**src/rtl/serial_addsub_pkg.sv**
```systemverilog
// Shared types for the digit-serial adder/subtractor.
package serial_addsub_pkg;

    typedef enum logic [1:0] {
        IDLE = 2'd0,
        RUN  = 2'd1,
        DONE = 2'd2
    } state_t;

endpackage

```
**src/rtl/serial_addsub_digit.sv**
```systemverilog
// Combinational DIGIT-bit ripple adder used for one step of the serial datapath.
module serial_digit_add #(
    parameter int DIGIT = 1
) (
    input  logic [DIGIT-1:0] a,
    input  logic [DIGIT-1:0] b,
    input  logic             cin,
    output logic [DIGIT-1:0] s,
    output logic             cout
);

    logic [DIGIT:0] c;

    assign c[0] = cin;

    for (genvar gi = 0; gi < DIGIT; gi++) begin : g_bit
        assign s[gi]    = a[gi] ^ b[gi] ^ c[gi];
        assign c[gi+1]  = (a[gi] & b[gi]) | (c[gi] & (a[gi] ^ b[gi]));
    end

    assign cout = c[DIGIT];

endmodule

```
**src/rtl/serial_addsub.sv**
```systemverilog
// Digit-serial add/subtract: DIGIT bits per clock, registered valid/ready on both sides,
// carry-out and signed overflow reported with the result.
module serial_addsub
    import serial_addsub_pkg::*;
#(
    parameter int WIDTH = 8,
    parameter int DIGIT = 1
) (
    input  logic             clk,
    input  logic             rst,
    input  logic             in_valid,
    output logic             in_ready,
    input  logic [WIDTH-1:0] in_a,
    input  logic [WIDTH-1:0] in_b,
    input  logic             in_sub,
    output logic             out_valid,
    input  logic             out_ready,
    output logic [WIDTH-1:0] out_sum,
    output logic             out_cout,
    output logic             out_ovf
);

    localparam int N  = WIDTH / DIGIT;
    localparam int CW = $clog2(N + 1);

    if (WIDTH < 2) begin : g_bad_width
        $error("serial_addsub: WIDTH must be at least 2");
    end
    if (DIGIT < 1 || (WIDTH % DIGIT) != 0) begin : g_bad_digit
        $error("serial_addsub: DIGIT must be positive and divide WIDTH");
    end

    state_t           state_reg, state_next;
    logic [WIDTH-1:0] sum_reg, sum_next;
    logic [WIDTH-1:0] b_reg, b_next;
    logic             carry_reg, carry_next;
    logic [CW-1:0]    cnt_reg, cnt_next;
    logic             a_msb_reg, a_msb_next;
    logic             beff_msb_reg, beff_msb_next;
    logic             in_ready_reg, in_ready_next;
    logic             out_valid_reg, out_valid_next;
    logic             cout_reg, cout_next;
    logic             ovf_reg, ovf_next;

    logic [DIGIT-1:0] dig_s;
    logic             dig_cout;
    logic [WIDTH-1:0] sum_shift;

    serial_digit_add #(.DIGIT(DIGIT)) u_digit (
        .a    (sum_reg[DIGIT-1:0]),
        .b    (b_reg[DIGIT-1:0]),
        .cin  (carry_reg),
        .s    (dig_s),
        .cout (dig_cout)
    );

    // The result digit enters at the top so that after N steps the word is in place.
    if (DIGIT == WIDTH) begin : g_shift_full
        assign sum_shift = dig_s;
    end else begin : g_shift_part
        assign sum_shift = {dig_s, sum_reg[WIDTH-1:DIGIT]};
    end

    always_comb begin
        state_next     = state_reg;
        sum_next       = sum_reg;
        b_next         = b_reg;
        carry_next     = carry_reg;
        cnt_next       = cnt_reg;
        a_msb_next     = a_msb_reg;
        beff_msb_next  = beff_msb_reg;
        in_ready_next  = in_ready_reg;
        out_valid_next = out_valid_reg;
        cout_next      = cout_reg;
        ovf_next       = ovf_reg;
        case (state_reg)
            IDLE: begin
                if (in_valid && in_ready_reg) begin
                    sum_next      = in_a;
                    b_next        = in_sub ? ~in_b : in_b;
                    carry_next    = in_sub;
                    a_msb_next    = in_a[WIDTH-1];
                    beff_msb_next = in_b[WIDTH-1] ^ in_sub;
                    cnt_next      = '0;
                    in_ready_next = 1'b0;
                    state_next    = RUN;
                end
            end
            RUN: begin
                sum_next   = sum_shift;
                b_next     = b_reg >> DIGIT;
                carry_next = dig_cout;
                cnt_next   = cnt_reg + CW'(1);
                if (cnt_reg == CW'(N - 1)) begin
                    state_next     = DONE;
                    out_valid_next = 1'b1;
                    cout_next      = dig_cout;
                    ovf_next       = (a_msb_reg == beff_msb_reg) && (dig_s[DIGIT-1] != a_msb_reg);
                end
            end
            DONE: begin
                if (out_ready) begin
                    out_valid_next = 1'b0;
                    in_ready_next  = 1'b1;
                    state_next     = IDLE;
                end
            end
            default: state_next = IDLE;
        endcase
    end

    always_ff @(posedge clk) begin
        if (rst) begin
            state_reg     <= IDLE;
            sum_reg       <= '0;
            b_reg         <= '0;
            carry_reg     <= 1'b0;
            cnt_reg       <= '0;
            a_msb_reg     <= 1'b0;
            beff_msb_reg  <= 1'b0;
            in_ready_reg  <= 1'b1;
            out_valid_reg <= 1'b0;
            cout_reg      <= 1'b0;
            ovf_reg       <= 1'b0;
        end else begin
            state_reg     <= state_next;
            sum_reg       <= sum_next;
            b_reg         <= b_next;
            carry_reg     <= carry_next;
            cnt_reg       <= cnt_next;
            a_msb_reg     <= a_msb_next;
            beff_msb_reg  <= beff_msb_next;
            in_ready_reg  <= in_ready_next;
            out_valid_reg <= out_valid_next;
            cout_reg      <= cout_next;
            ovf_reg       <= ovf_next;
        end
    end

    assign in_ready  = in_ready_reg;
    assign out_valid = out_valid_reg;
    assign out_sum   = sum_reg;
    assign out_cout  = cout_reg;
    assign out_ovf   = ovf_reg;

    // Full-width reference result captured at accept, used only by the properties below.
    logic [WIDTH-1:0] golden_reg;

    always_ff @(posedge clk) begin
        if (rst) begin
            golden_reg <= '0;
        end else if (state_reg == IDLE && in_valid && in_ready_reg) begin
            golden_reg <= in_sub ? (in_a - in_b) : (in_a + in_b);
        end
    end

    a_in_stable: assert property (@(posedge clk) disable iff (rst)
        (in_valid && !in_ready) |=> (in_valid && $stable(in_a) && $stable(in_b) && $stable(in_sub)));

    a_result: assert property (@(posedge clk) disable iff (rst)
        out_valid |-> (out_sum == golden_reg));

    a_hold: assert property (@(posedge clk) disable iff (rst)
        (out_valid && !out_ready) |=> (out_valid && $stable(out_sum) && $stable(out_cout) && $stable(out_ovf)));

endmodule

```
**config.mk**
```make
export PLATFORM = sky130hd
export DESIGN_NAME = serial_addsub
export DESIGN_NICKNAME = d
export VERILOG_FILES = /design/src/rtl/serial_addsub_pkg.sv /design/src/rtl/serial_addsub_digit.sv /design/src/rtl/serial_addsub.sv
export SDC_FILE = /design/constraint.sdc
export NUM_CORES = 1
export LEC_CHECK = 0
export ABC_AREA = 1
export BUFFER_PORTS_ARGS = -buffer_cell sky130_fd_sc_hd__buf_4
export CAP_MARGIN = 20
export CORE_ASPECT_RATIO = 1.4
export CORE_UTILIZATION = 46
export CTS_CLUSTER_DIAMETER = 40
export DETAILED_ROUTE_END_ITERATION = 16
export PLACE_DENSITY = 0.77
export RECOVER_POWER = 25
export SKIP_CTS_REPAIR_TIMING = 1
export SYNTH_ARGS = -nofsm -noshare
export SYNTH_HDL_FRONTEND = slang
export SYNTH_SLANG_ARGS = --single-unit
```
**constraint.sdc**
```tcl
create_clock -name clk -period 1.2 [get_ports clk]
set_input_delay 0.24 -clock clk [delete_from_list [all_inputs] [get_ports clk]]
set_output_delay 0.24 -clock clk [all_outputs]
set_load 0.005 [all_outputs]
```
==> flow_metrics.tcl <==
set metrics [dict create \
    ys_seq_elements 29 \
    clockRootBuffer "clkbuf_8" \
    outcome "finished, violations left" \
    synth_simple_gate_area_share_pct 38.58 \
    area_growth_pct 32.30 \
    wl_um 3230 \
    dp.cells 304 \
    layout_common_cells "82 x nand2_1, 40 x nor2_1, 31 x buf_4" \
    hold_ws_ps 194.5 \
    globalRouteOverflowTotal 0 \
    grt_usage_pct 20.81 \
    finalCriticalPeriod_ps 1225 \
    p_leak_nw 0.9711 \
    ios 33 \
    timing.final.crit_share_pct 102.0 \
    final-seq-area_um2 588.1 \
    holdPathStages 3 \
    grt_max_degree 18 \
    synth_mux_area_share_pct 0 \
    final.setup.tns_ps -38.47 \
    cp_top_family "adder cells" \
    tightest_slew_ps 340.3 \
    insertion_delay_ps 280 \
    clock-skew-final_ps 7.347 \
    cts_buffer_depth 2 \
    synth_edf_count 0 \
    crit_chain "fa_2, nand2_1, nand2_1, nand2_1, a21oi_2" \
    critPathBufInv 0 \
    n_fill_cell 296 \
    io_buffers 32 \
    final-setup-viol-count 2 \
    synth_compound_area_share_pct 9.874 \
    layout_commonest_cell "nand2_1" \
    cpMostUsedCell "nand2_1" \
    hold_viol_final 0 \
    diodes 0 \
    vias 1492 \
    cp_slowest_cell "fa_2" \
    synth_top_family_by_area "simple AND/OR/NAND/NOR gates" \
    fmax_ghz 0.8166 \
    synthAdderAreaFrac_pct 2.176 \
    yosysSeqAreaShare_pct 38.83 \
    end_kind "register" \
    cts_buffers 5 \
    slowest_delay_ps 580 \
    min_path_type "in2reg" \
    powerDensity_nw_per_um2 1241 \
    clock_sinks 29 \
    h-tree-depth 2 \
    crit_cells 5 \
    synth_nets 255 \
    drt_iter0_drc 31 \
    drc 0 \
    ant_nets 0 \
    drive_gt1_share_pct 27.17 \
    reg2reg_slack_ps -20 \
    layoutNonFillerInstCount 315 \
    cap_viol_max_count 0 \
    cp.required_ps 1420 \
    fin_ws_ps -24.57 \
    row_count 24 \
    multi_input_area_um2 804.5 \
    maxSlewViolCount 0 \
    power_w 0.002455 \
    yosys_warnings 0 \
    cts.clk_slew.worst_paths_ps 70 \
    cp.arrival_ps 1450 \
    dp_hpwl_um 2309 \
    tritoncts "yes" \
    die_x_um 50.19 \
    coreArea_um2 3093 \
    cp-start-kind "register" \
    synth_cell_type_count 24 \
    violations "negative setup slack" \
    dieArea_um2 3486 \
    worstSetupPathType "reg2reg" \
    vdd_drop_max_uv 775.9 \
    async_flop_share_pct 0 \
    worst-path-max-fanout 3 \
    slew_headroom_pct 77.29 \
    antenna_found_initial 0 \
    start_util_pct 48.34 \
    first_global_vias 1393 \
    drt_first_pass_iters 4 \
    fp.dieH_um 69.46 \
    syn_area_um2 1495 \
    post_drt_via_cell_ratio 4.737 \
    grt_pass1_wl_um 5526 \
    synthCells 232 \
    rsz0062_at_grt "true" \
    synth_xor_area_share_pct 0.5858 \
    avgSynthCellArea_um2 6.445 \
    synth-main-ff-cell "dfxtp_1" \
    wire_per_inst_um 10.25 \
    utilization_pct 63.96 \
    final_nets 298 \
    reg2reg_depth 5 \
    place.gp.congestion 0.8091 \
]
[Yosys cell counts, types with 2 or more instances]
| cell type | n | area share [%] |
|---|---|---|
| dfxtp_1 | 29 | 39 |
| nor2_1 | 45 | 11 |
| inv_2 | 2 | 0.50 |
| buf_4 | 3 | 1.5 |
| nand3_1 | 9 | 3.0 |
| buf_6 | 2 | 1.5 |
| buf_2 | 2 | 0.67 |
| nand2_1 | 83 | 21 |
| inv_1 | 20 | 5.0 |
| nor2_4 | 2 | 1.5 |
| nand2_2 | 2 | 0.84 |
| a21oi_1 | 10 | 3.3 |
| o21ai_0 | 12 | 4.0 |
[final cells by class]
type,count,share of cell area (%)
Tap cell,39,2.467
Timing Repair Buffer,44,18.53
Clock buffer,6,3.669
Sequential cell,29,29.73
Clock inverter,2,0.5060
Inverter,22,4.428
Multi-Input combinational cell,173,40.67
[per-layer routing]
layer | routed length [um] | track usage (%)
met3 | 144 | 5.482
met4 | 85 | 11.75
met2 | 1646 | 37.48
met1 | 1353 | 20.58
met5 | 0 | 0
[worst register-to-register path, stage by stage, from the launching register on]
cell and delay [ps]:
dfxtp_2 330, fa_2 580, nand2_1 50, nand2_1 50
nand2_1 50, a21oi_2 100
[final timing paths]
path / start / end
worst min register to register: out_valid / out_valid
worst max-delay path: out_sum[0] / out_sum[7]
worst max register to register: out_sum[0] / out_sum[7]
worst min-delay path: out_ready / in_ready
[cells by family after synthesis]
logic type               count (synthesis)
AND/OR/NAND/NOR                        143
flip-flops                              29
AO/OA/AOI/OAI                           26
adder cells (fa/ha/maj)                  2
buffers and inverters                   31
XOR/XNOR                                 1
[power breakdown]
part           total, W  switching, W  internal, W
combinational  0.000591      0.000305     0.000286
sequential      0.00110     0.0000550      0.00104
clock          0.000769      0.000368     0.000400
[stage by stage]
stage	setup slack, ps	instance area, um^2
finish	-24.57	1978
global route	-86.06	1978
CTS	-35.19	1901
detailed placement	-33.21	1818
global placement	-14.40	1818
floorplan	19.15	1495
(Power assumes the default switching activity.)
